## config.mk

```make
export PLATFORM = sky130hd
export DESIGN_NAME = sdram_arbiter
export DESIGN_NICKNAME = d
export VERILOG_FILES = /design/src/rtl/sdram_arbiter_pkg.sv /design/src/rtl/sdram_arbiter_rr_priority.sv /design/src/rtl/sdram_arbiter.sv
export SDC_FILE = /design/constraint.sdc
export NUM_CORES = 1
export LEC_CHECK = 0
export CAP_MARGIN = 20
export CORE_AREA = 2 2 99 101
export DETAILED_ROUTE_END_ITERATION = 12
export DIE_AREA = 0 0 101 103
export PLACE_DENSITY = 0.8
export SETUP_SLACK_MARGIN = 0.15
export SLEW_MARGIN = 30
export SYNTH_ARGS = -nofsm -noshare
export SYNTH_HDL_FRONTEND = slang
export SYNTH_SLANG_ARGS = --single-unit
```

## constraint.sdc

```tcl
create_clock -name clk -period 2.8 [get_ports clk]
set_input_delay 0.84 -clock clk [delete_from_list [all_inputs] [get_ports clk]]
set_output_delay 0.84 -clock clk [all_outputs]
set_load 0.01 [all_outputs]
```

## src/rtl/sdram_arbiter_pkg.sv

```systemverilog
// Shared definitions for the SDRAM request arbiter and the controller wrapper:
// FSM state encoding and default bus widths.
package sdram_arbiter_pkg;

    typedef enum logic [1:0] {
        ARB     = 2'd0,
        ISSUE   = 2'd1,
        WAIT_RD = 2'd2
    } arb_state_t;

    localparam int DEFAULT_ADDR_WIDTH = 24;
    localparam int DEFAULT_DATA_WIDTH = 32;
    localparam int BWE_WIDTH          = 4;

endpackage

```

## src/rtl/sdram_arbiter_rr_priority.sv

```systemverilog
// Combinational round-robin picker: grants the first requester after the
// previous winner, scanning upward with wrap-around.
module rr_priority #(
    parameter int N_PORTS = 2
) (
    input  logic [N_PORTS-1:0] i_req,
    input  logic [N_PORTS-1:0] i_last_grant,
    output logic [N_PORTS-1:0] o_grant
);

    int   w_last_idx;
    logic w_found;

    always_comb begin
        o_grant    = '0;
        w_last_idx = 0;
        w_found    = 1'b0;
        for (int i = 0; i < N_PORTS; i++) begin
            if (i_last_grant[i]) w_last_idx = i;
        end
        // Offset 1 first, so the previous winner is considered last.
        for (int k = 1; k <= N_PORTS; k++) begin
            for (int j = 0; j < N_PORTS; j++) begin
                if (!w_found && i_req[j] && (j == (w_last_idx + k) % N_PORTS)) begin
                    o_grant[j] = 1'b1;
                    w_found    = 1'b1;
                end
            end
        end
    end

endmodule

```

## src/rtl/sdram_arbiter.sv

```systemverilog
// Multi-port front end for the SDRAM controller: round-robin grants one
// requester at a time and returns read data on a shared q bus.
module sdram_arbiter
    import sdram_arbiter_pkg::*;
#(
    parameter int ADDR_WIDTH = DEFAULT_ADDR_WIDTH,
    parameter int DATA_WIDTH = DEFAULT_DATA_WIDTH,
    parameter int N_PORTS    = 2
) (
    input  logic                          clk,
    input  logic                          reset,
    input  logic [N_PORTS-1:0]            p_req,
    input  logic [N_PORTS-1:0]            p_we,
    input  logic [N_PORTS*ADDR_WIDTH-1:0] p_addr,
    input  logic [N_PORTS*DATA_WIDTH-1:0] p_data,
    input  logic [N_PORTS*BWE_WIDTH-1:0]  p_bwe,
    output logic [N_PORTS-1:0]            p_ack,
    output logic [N_PORTS-1:0]            p_valid,
    output logic [DATA_WIDTH-1:0]         q,
    output logic                          mem_req,
    output logic                          mem_we,
    output logic [ADDR_WIDTH-1:0]         mem_addr,
    output logic [DATA_WIDTH-1:0]         mem_data,
    output logic [BWE_WIDTH-1:0]          mem_bwe,
    input  logic                          mem_ack,
    input  logic                          mem_valid,
    input  logic [DATA_WIDTH-1:0]         mem_q,
    output logic [1:0]                    o_dbg_state
);

    // Last grant resets to the top port so port 0 wins the first arbitration.
    localparam logic [N_PORTS-1:0] LAST_GRANT_RESET = {1'b1, {(N_PORTS-1){1'b0}}};

    arb_state_t              r_state;
    arb_state_t              w_next_state;
    logic [N_PORTS-1:0]      r_grant;
    logic [N_PORTS-1:0]      r_last_grant;
    logic [N_PORTS-1:0]      r_p_valid;
    logic [DATA_WIDTH-1:0]   r_q;
    logic [N_PORTS-1:0]      w_rr_grant;
    logic [N_PORTS-1:0]      w_p_ack;
    logic                    w_mem_req;
    logic                    w_we;
    logic [ADDR_WIDTH-1:0]   w_addr;
    logic [DATA_WIDTH-1:0]   w_data;
    logic [BWE_WIDTH-1:0]    w_bwe;

    rr_priority #(
        .N_PORTS (N_PORTS)
    ) u_rr_priority (
        .i_req        (p_req),
        .i_last_grant (r_last_grant),
        .o_grant      (w_rr_grant)
    );

    // Request fields follow the granted port in every state.
    always_comb begin
        w_we   = 1'b0;
        w_addr = '0;
        w_data = '0;
        w_bwe  = '0;
        for (int i = 0; i < N_PORTS; i++) begin
            if (r_grant[i]) begin
                w_we   = p_we[i];
                w_addr = p_addr[i*ADDR_WIDTH +: ADDR_WIDTH];
                w_data = p_data[i*DATA_WIDTH +: DATA_WIDTH];
                w_bwe  = p_bwe[i*BWE_WIDTH +: BWE_WIDTH];
            end
        end
    end

    always_comb begin
        w_next_state = r_state;
        w_p_ack      = '0;
        w_mem_req    = 1'b0;
        case (r_state)
            ARB: begin
                if (|p_req) w_next_state = ISSUE;
            end
            ISSUE: begin
                w_mem_req = 1'b1;
                if (mem_ack) begin
                    w_p_ack      = r_grant;
                    w_next_state = w_we ? ARB : WAIT_RD;
                end
            end
            WAIT_RD: begin
                if (mem_valid) w_next_state = ARB;
            end
            default: w_next_state = ARB;
        endcase
    end

    always_ff @(posedge clk or negedge reset) begin
        if (!reset) begin
            r_state <= ARB;
        end else begin
            r_state <= w_next_state;
        end
    end

    always_ff @(posedge clk or negedge reset) begin
        if (!reset) begin
            r_grant      <= '0;
            r_last_grant <= LAST_GRANT_RESET;
            r_q          <= '0;
            r_p_valid    <= '0;
        end else begin
            r_p_valid <= '0;
            if (r_state == ARB && |p_req) r_grant <= w_rr_grant;
            if (r_state == ISSUE && mem_ack) r_last_grant <= r_grant;
            if (r_state == WAIT_RD && mem_valid) begin
                r_q       <= mem_q;
                r_p_valid <= r_grant;
            end
        end
    end

    assign p_ack       = w_p_ack;
    assign p_valid     = r_p_valid;
    assign q           = r_q;
    assign mem_req     = w_mem_req;
    assign mem_we      = w_we;
    assign mem_addr    = w_addr;
    assign mem_data    = w_data;
    assign mem_bwe     = w_bwe;
    assign o_dbg_state = r_state;

endmodule

```

[Word level (Yosys, flattened, before mapping)]
Index checks and enable logic that the tools add are counted.
Cells by class
  reduce and logical (&&, ||, !) cells: 18
  mux-type cells: 24
  equal/unequal tests: 7
  add/sub/neg operators: 2
  bitwise logic cells: 2
Operators by type and width (count)
  logical NOT 32 bit: 2
  two-way mux 32 bit: 2
  two-way mux 24 bit: 2
  adder 32 x 2 -> 32 bit, second input constant: 1
  adder 32 x 3 -> 32 bit, second input constant: 1
  two-way mux 2 bit: 7
  logical AND 1 bit: 10
  two-way mux 1 bit: 10
  two-way mux 4 bit: 2
  != test 2 bit, second input constant: 3
  one-hot mux 2 bit (3 select lines): 1
  equality test 2 bit, first input constant: 2
  logical NOT 1 bit: 3
  AND reduction 3 bit: 1
  bitwise AND 1 bit: 2
  equality test 2 x 1 -> 1 bit, second input constant: 1
  equality test 2 bit, second input constant: 1
  logical NOT 2 bit: 1
  OR reduction 2 bit: 1
Storage, ports and cells
  output and inout port bits: 100
  register bits after elaboration: 40
  input bits: 160
  logic and storage cells: 58

[Depth between registers and ports, before layout]
  depth after elaboration: 18
  gate-level depth with buffers: 5
  mapped depth without buffers: 2

[By module]
A second synthesis with hierarchy kept.
Second synthesis, totals
  cell total of the unflattened synthesis: 177
  area, all modules: 2172.1 um^2
Modules (own cells, without submodules)
  sdram_arbiter: instances 1, sequential area each 1002.2 um^2, cells an instance 174, area an instance 2153.3 um^2
  rr_priority: instances 1, sequential area each 0.0 um^2, cells an instance 3, area an instance 18.8 um^2

[Least setup slack after synthesis]
OpenSTA, ideal clock, no wires.
  kind: input-to-output
  start: in p_addr[1]
  end: out mem_addr[1]
  path buffers: 0
  cell stages on the path: 2
  data required time: 1.960 ns
  slack: 0.815 ns
  arrival time: 1.145 ns
  cell sequence: nand2_1 -> o21ai_0
Between the ends
  longest elaborated chain between the ends: 2
RTL lines
  start, declared: line sdram_arbiter.sv:14  | input logic [N_PORTS*ADDR_WIDTH-1:0] p_addr,
  two-way mux 24 bit (2 in series): line sdram_arbiter.sv:63  | if (r_grant[i]) begin
  end, declared: line sdram_arbiter.sv:22  | output logic [ADDR_WIDTH-1:0] mem_addr,
Every way passes these cells.

[Worst setup path after layout]
  start: in p_data[42]
  end: out mem_data[10]
Between the ends
  longest elaborated chain between the ends: 1
RTL lines
  start, declared: line sdram_arbiter.sv:15  | input logic [N_PORTS*DATA_WIDTH-1:0] p_data,
  two-way mux 32 bit: line sdram_arbiter.sv:63
  end, declared: line sdram_arbiter.sv:23  | output logic [DATA_WIDTH-1:0] mem_data,
Every way passes these cells.

==> qor_table.md <==
| Result | Reported |
|---|---|
| Die extent in y | 103 um |
| Aggregate global routing overflow | 0 |
| First-iteration detailed-routing DRC count | 62 |
| Count leader, synth | a22o_1 |
| Status | completed |
| Number of clock buffers inserted by TritonCTS | 5 |
| Power per standard cell area | 907 mW/mm2 |
| Actual transition at the worst max-transition pin | 0.496 ns |
| Worst stage delay on the critical path | 0.42 ns |
| Top achievable clock speed | 0.380 GHz |
| YS warnings | 0 |
| Top cell type's share of synthesized area | 42.6% |
| FF+latch area | 978 um2 |
| Number of nets still failing antenna checks after routing | 0 |
| Largest fanout of any net on the critical path | 1 |
| Total nets after synthesis | 334 |
| Die area | 0.0104 mm2 |
| Setup slack of the most critical reg-to-reg path | 1.17 ns |
| Number of vias in the routed layout | 2605 |
| Final count of pins violating max slew | 0 |
| Mapped Area | 0.00223 mm2 |
| Clock skew after layout | 0.0104 ns |
| Final Net Count | 594 |
| Placeable core region | 0.00946 mm2 |
| Library cell used as clock root buffer | clkbuf_8 |
| Critical path's slowest cell | clkdlybuf4s50_1 |
| Cell types occupying the most area after synthesis | dfrtp_1 (43%), a22o_1 (23%), mux2_4 (19%) |
| Number of H-tree levels | 2 |
| Clock Sinks | 39 |
| Footprint of the multi-input gates | 0.00115 mm2 |
| Area of all placed cells without fillers | 0.00502 mm2 |
| Buffers from clock root to sink, at most | 2 |
| Worst slew margin | 66.9% |
| Setup repair after global routing missed its margin | no |
| Detailed-route DRC error count | 0 |
| Post-synthesis instance total | 174 |
| Met1 usage in global routing | 22.3% |
| Synth cell count leaders | a22o_1 (59), dfrtp_1 (38), mux2_4 (28) |
| Cell Area, Placed | 0.00497 mm2 |
| Clock tree from TritonCTS | done |
| Final hold vios | 0 |
| Maximum capacitance violations | 0 |
| Share of the clock period used by the worst path after layout | 94.0% |
| Cells traversed along the worst timing path | clkdlybuf4s50_1, a22o_1, dlygate4sd2_1 |
| Fraction of final layout cells sized beyond drive strength 1 | 15.2% |
| I/O Pins | 260 |
| Pwr Total | 4.55 mW |
| Number of distinct standard cells referenced by the synthesized netlist | 26 |
| Worst IR drop on VDD | 0.519 mV |
| DPL Wire Length | 8710 um |
| Number of rows in the core area | 36 |
| Finish-stage setup viols | 0 |
| Initial Utilization | 23.6% |
| Setup TNS | 0 ns |
| Routed wirelength normalized by instance count | 19.0 um |
| Share of the yosys chip area belonging to registers | 43.7% |
| Post-synthesis sequential element count | 39 |
| Met2 Track Usage GR | 31.7% |
| Instance count after placement with tap cells included | 539 |
| Vias in the first global route | 2541 |
| Data required time of the worst path | 1.96 ns |
| Growth of design area from synthesis to finish | 124% |
| FFs w/ async S/R, synth | 100% |
| Combined buffer and inverter count along the critical path | 2 |
| Critical setup path kind | input port to output pin |
| Routability Congestion | 0.901 |
| Count of flip-flops with a built-in enable after synthesis | 0 |
| Fill cell instance count of the final layout | 859 |
| Worst reg2reg path depth | 3 |
| Met3 usage in global routing | 4.41% |
| Arrival time at the worst endpoint | 1.79 ns |
| Final wirelength | 10400 um |
| Most used routing layer | met2 |
| Port bufs | 259 |
| Final Critical Period | 2.63 ns |
| Clk Latency, worst-skew pair | 0.29 ns |
| Crit start category | input port |
| Number of buffers inserted for hold repair after clock tree synthesis | 0 |
| Classification of the worst-slack hold path | input port to asynchronous set/reset pin |
| Diodes inserted | 0 |
| Pin count of the biggest net entering global routing | 67 |
| Top Family by Delay on Critical Path | buffers and inverters |
| CTS clock-pin slew for the worst setup and hold paths | 0.08 ns |
| Die X | 101 um |
| Leakage power summed over all cells | 2.35 nW |
| Number of antenna violations at the first check in global routing | 0 |
| Utilization after layout | 53.0% |
| Vias per cell | 4.74 |
| Wire length of the first global-routing pass | 14500 um |
| Synth Flop Type | dfrtp_1 |
| Global Route Usage Sum | 18.6% |
| Count of TritonRoute iterations in the first routing pass | 4 |
| Final Instance Count excl. Fillers | 549 |
| Reg-to-reg startpoint | o_dbg_state[0] |
| Terminus of the critical flop-to-flop path | q[19] |
| Sort of element at the end of the critical path | output pin |
| Leading area contributor after synthesis | dfrtp_1 |
| Synth Area per Inst | 12.8 um2 |
## how the worst max path moves through the flow
stage | to | from | slack, ns | cells past startpoint
6_report | mem_data[10] | p_data[42] | 0.17 | 3
3_3_place_gp | p_ack[0] | mem_ack | -0.21 | 4
5_1_grt | mem_we | p_we[0] | 0.15 | 4
3_5_place_dp | p_ack[0] | mem_ack | -0.21 | 4
4_1_cts | p_ack[0] | mem_ack | 0.06 | 4
2_1_floorplan | mem_addr[1] | p_addr[1] | 0.81 | 2
## cell type report
cell class | count | share of cell area [%]
Multi-Input combinational cell | 115 | 22.9
Timing Repair Buffer | 271 | 52.3
Tap cell | 114 | 2.84
Clock inverter | 3 | 0.873
Clock buffer | 5 | 1.37
Inverter | 2 | 0.150
Sequential cell | 39 | 19.5
## power breakdown
part | internal, mW | leakage [nW] | switching [mW]
Clock | 0.265 | 0.0581 | 0.200
Sequential | 0.839 | 0.474 | 0.196
Combinational | 1.78 | 1.82 | 1.27
Total | 2.88 | 2.35 | 1.67
## flip-flops by register name, indices dropped and copies added, names as in the netlist
signal,count
q,32
o_dbg_state,2
p_valid,2
r_grant,2
r_last_grant,1
## metrics by stage
| stage | setup slack [ns] | hold WS (ns) |
|---|---|---|
| final | 0.167 | 0.512 |
| after global routing | 0.151 | 0.527 |
| after CTS | 0.0573 | 0.516 |
| after detailed placement | -0.211 | 0.495 |
| after global placement | -0.209 | 0.489 |
| after floorplan | 0.815 | 0.494 |
## worst register-to-register path, delay by kind of cell, from the launching register on
family | cells | cell delay (ns)
flip-flops | 1 | 0.48
AND/OR/NAND/NOR | 1 | 0.44
buffers and inverters | 1 | 0.29
multiplexers | 1 | 0.31
## kinds of logic (layout without fill, tap and decap cells)
kind of cell | Yosys count | count (layout) | share of synthesized area [%]
compound gates | 65 | 65 | 25.3
buf+inv | 20 | 281 | 5.09
flops | 39 | 39 | 43.7
mux | 32 | 32 | 20.8
simple gates | 18 | 18 | 5.04
## timing repair
item                                    in CTS  in global routing
pin swaps                                    1                  0
resized for setup                           72                  6
buffers inserted                             2                  0
endpoints found under the setup margin      61                  4
## placed cells by master (no fill, tap or decap), types with 2 or more instances in the layout
master | Yosys | layout
dlygate4sd2_1 | 0 | 57
dfrtp_1 | 38 | 37
nand2_1 | 5 | 5
clkdlybuf4s50_1 | 0 | 192
clkbuf_2 | 0 | 3
inv_1 | 2 | 2
buf_4 | 2 | 12
nor2_1 | 4 | 4
mux2_2 | 4 | 4
mux2_4 | 28 | 28
buf_12 | 0 | 3
clkdlybuf4s15_2 | 0 | 2
a22o_1 | 59 | 59
clkbuf_8 | 0 | 5
nand3b_1 | 2 | 2
## per-layer routing
| layer | routed length, um | part of all wire, % |
|---|---|---|
| met4 | 388 | 3.7 |
| met3 | 910 | 8.7 |
| met5 | 0 | 0 |
| met1 | 4040 | 39 |
| met2 | 5070 | 49 |
No activity file was read; power rests on OpenSTA's default activity.
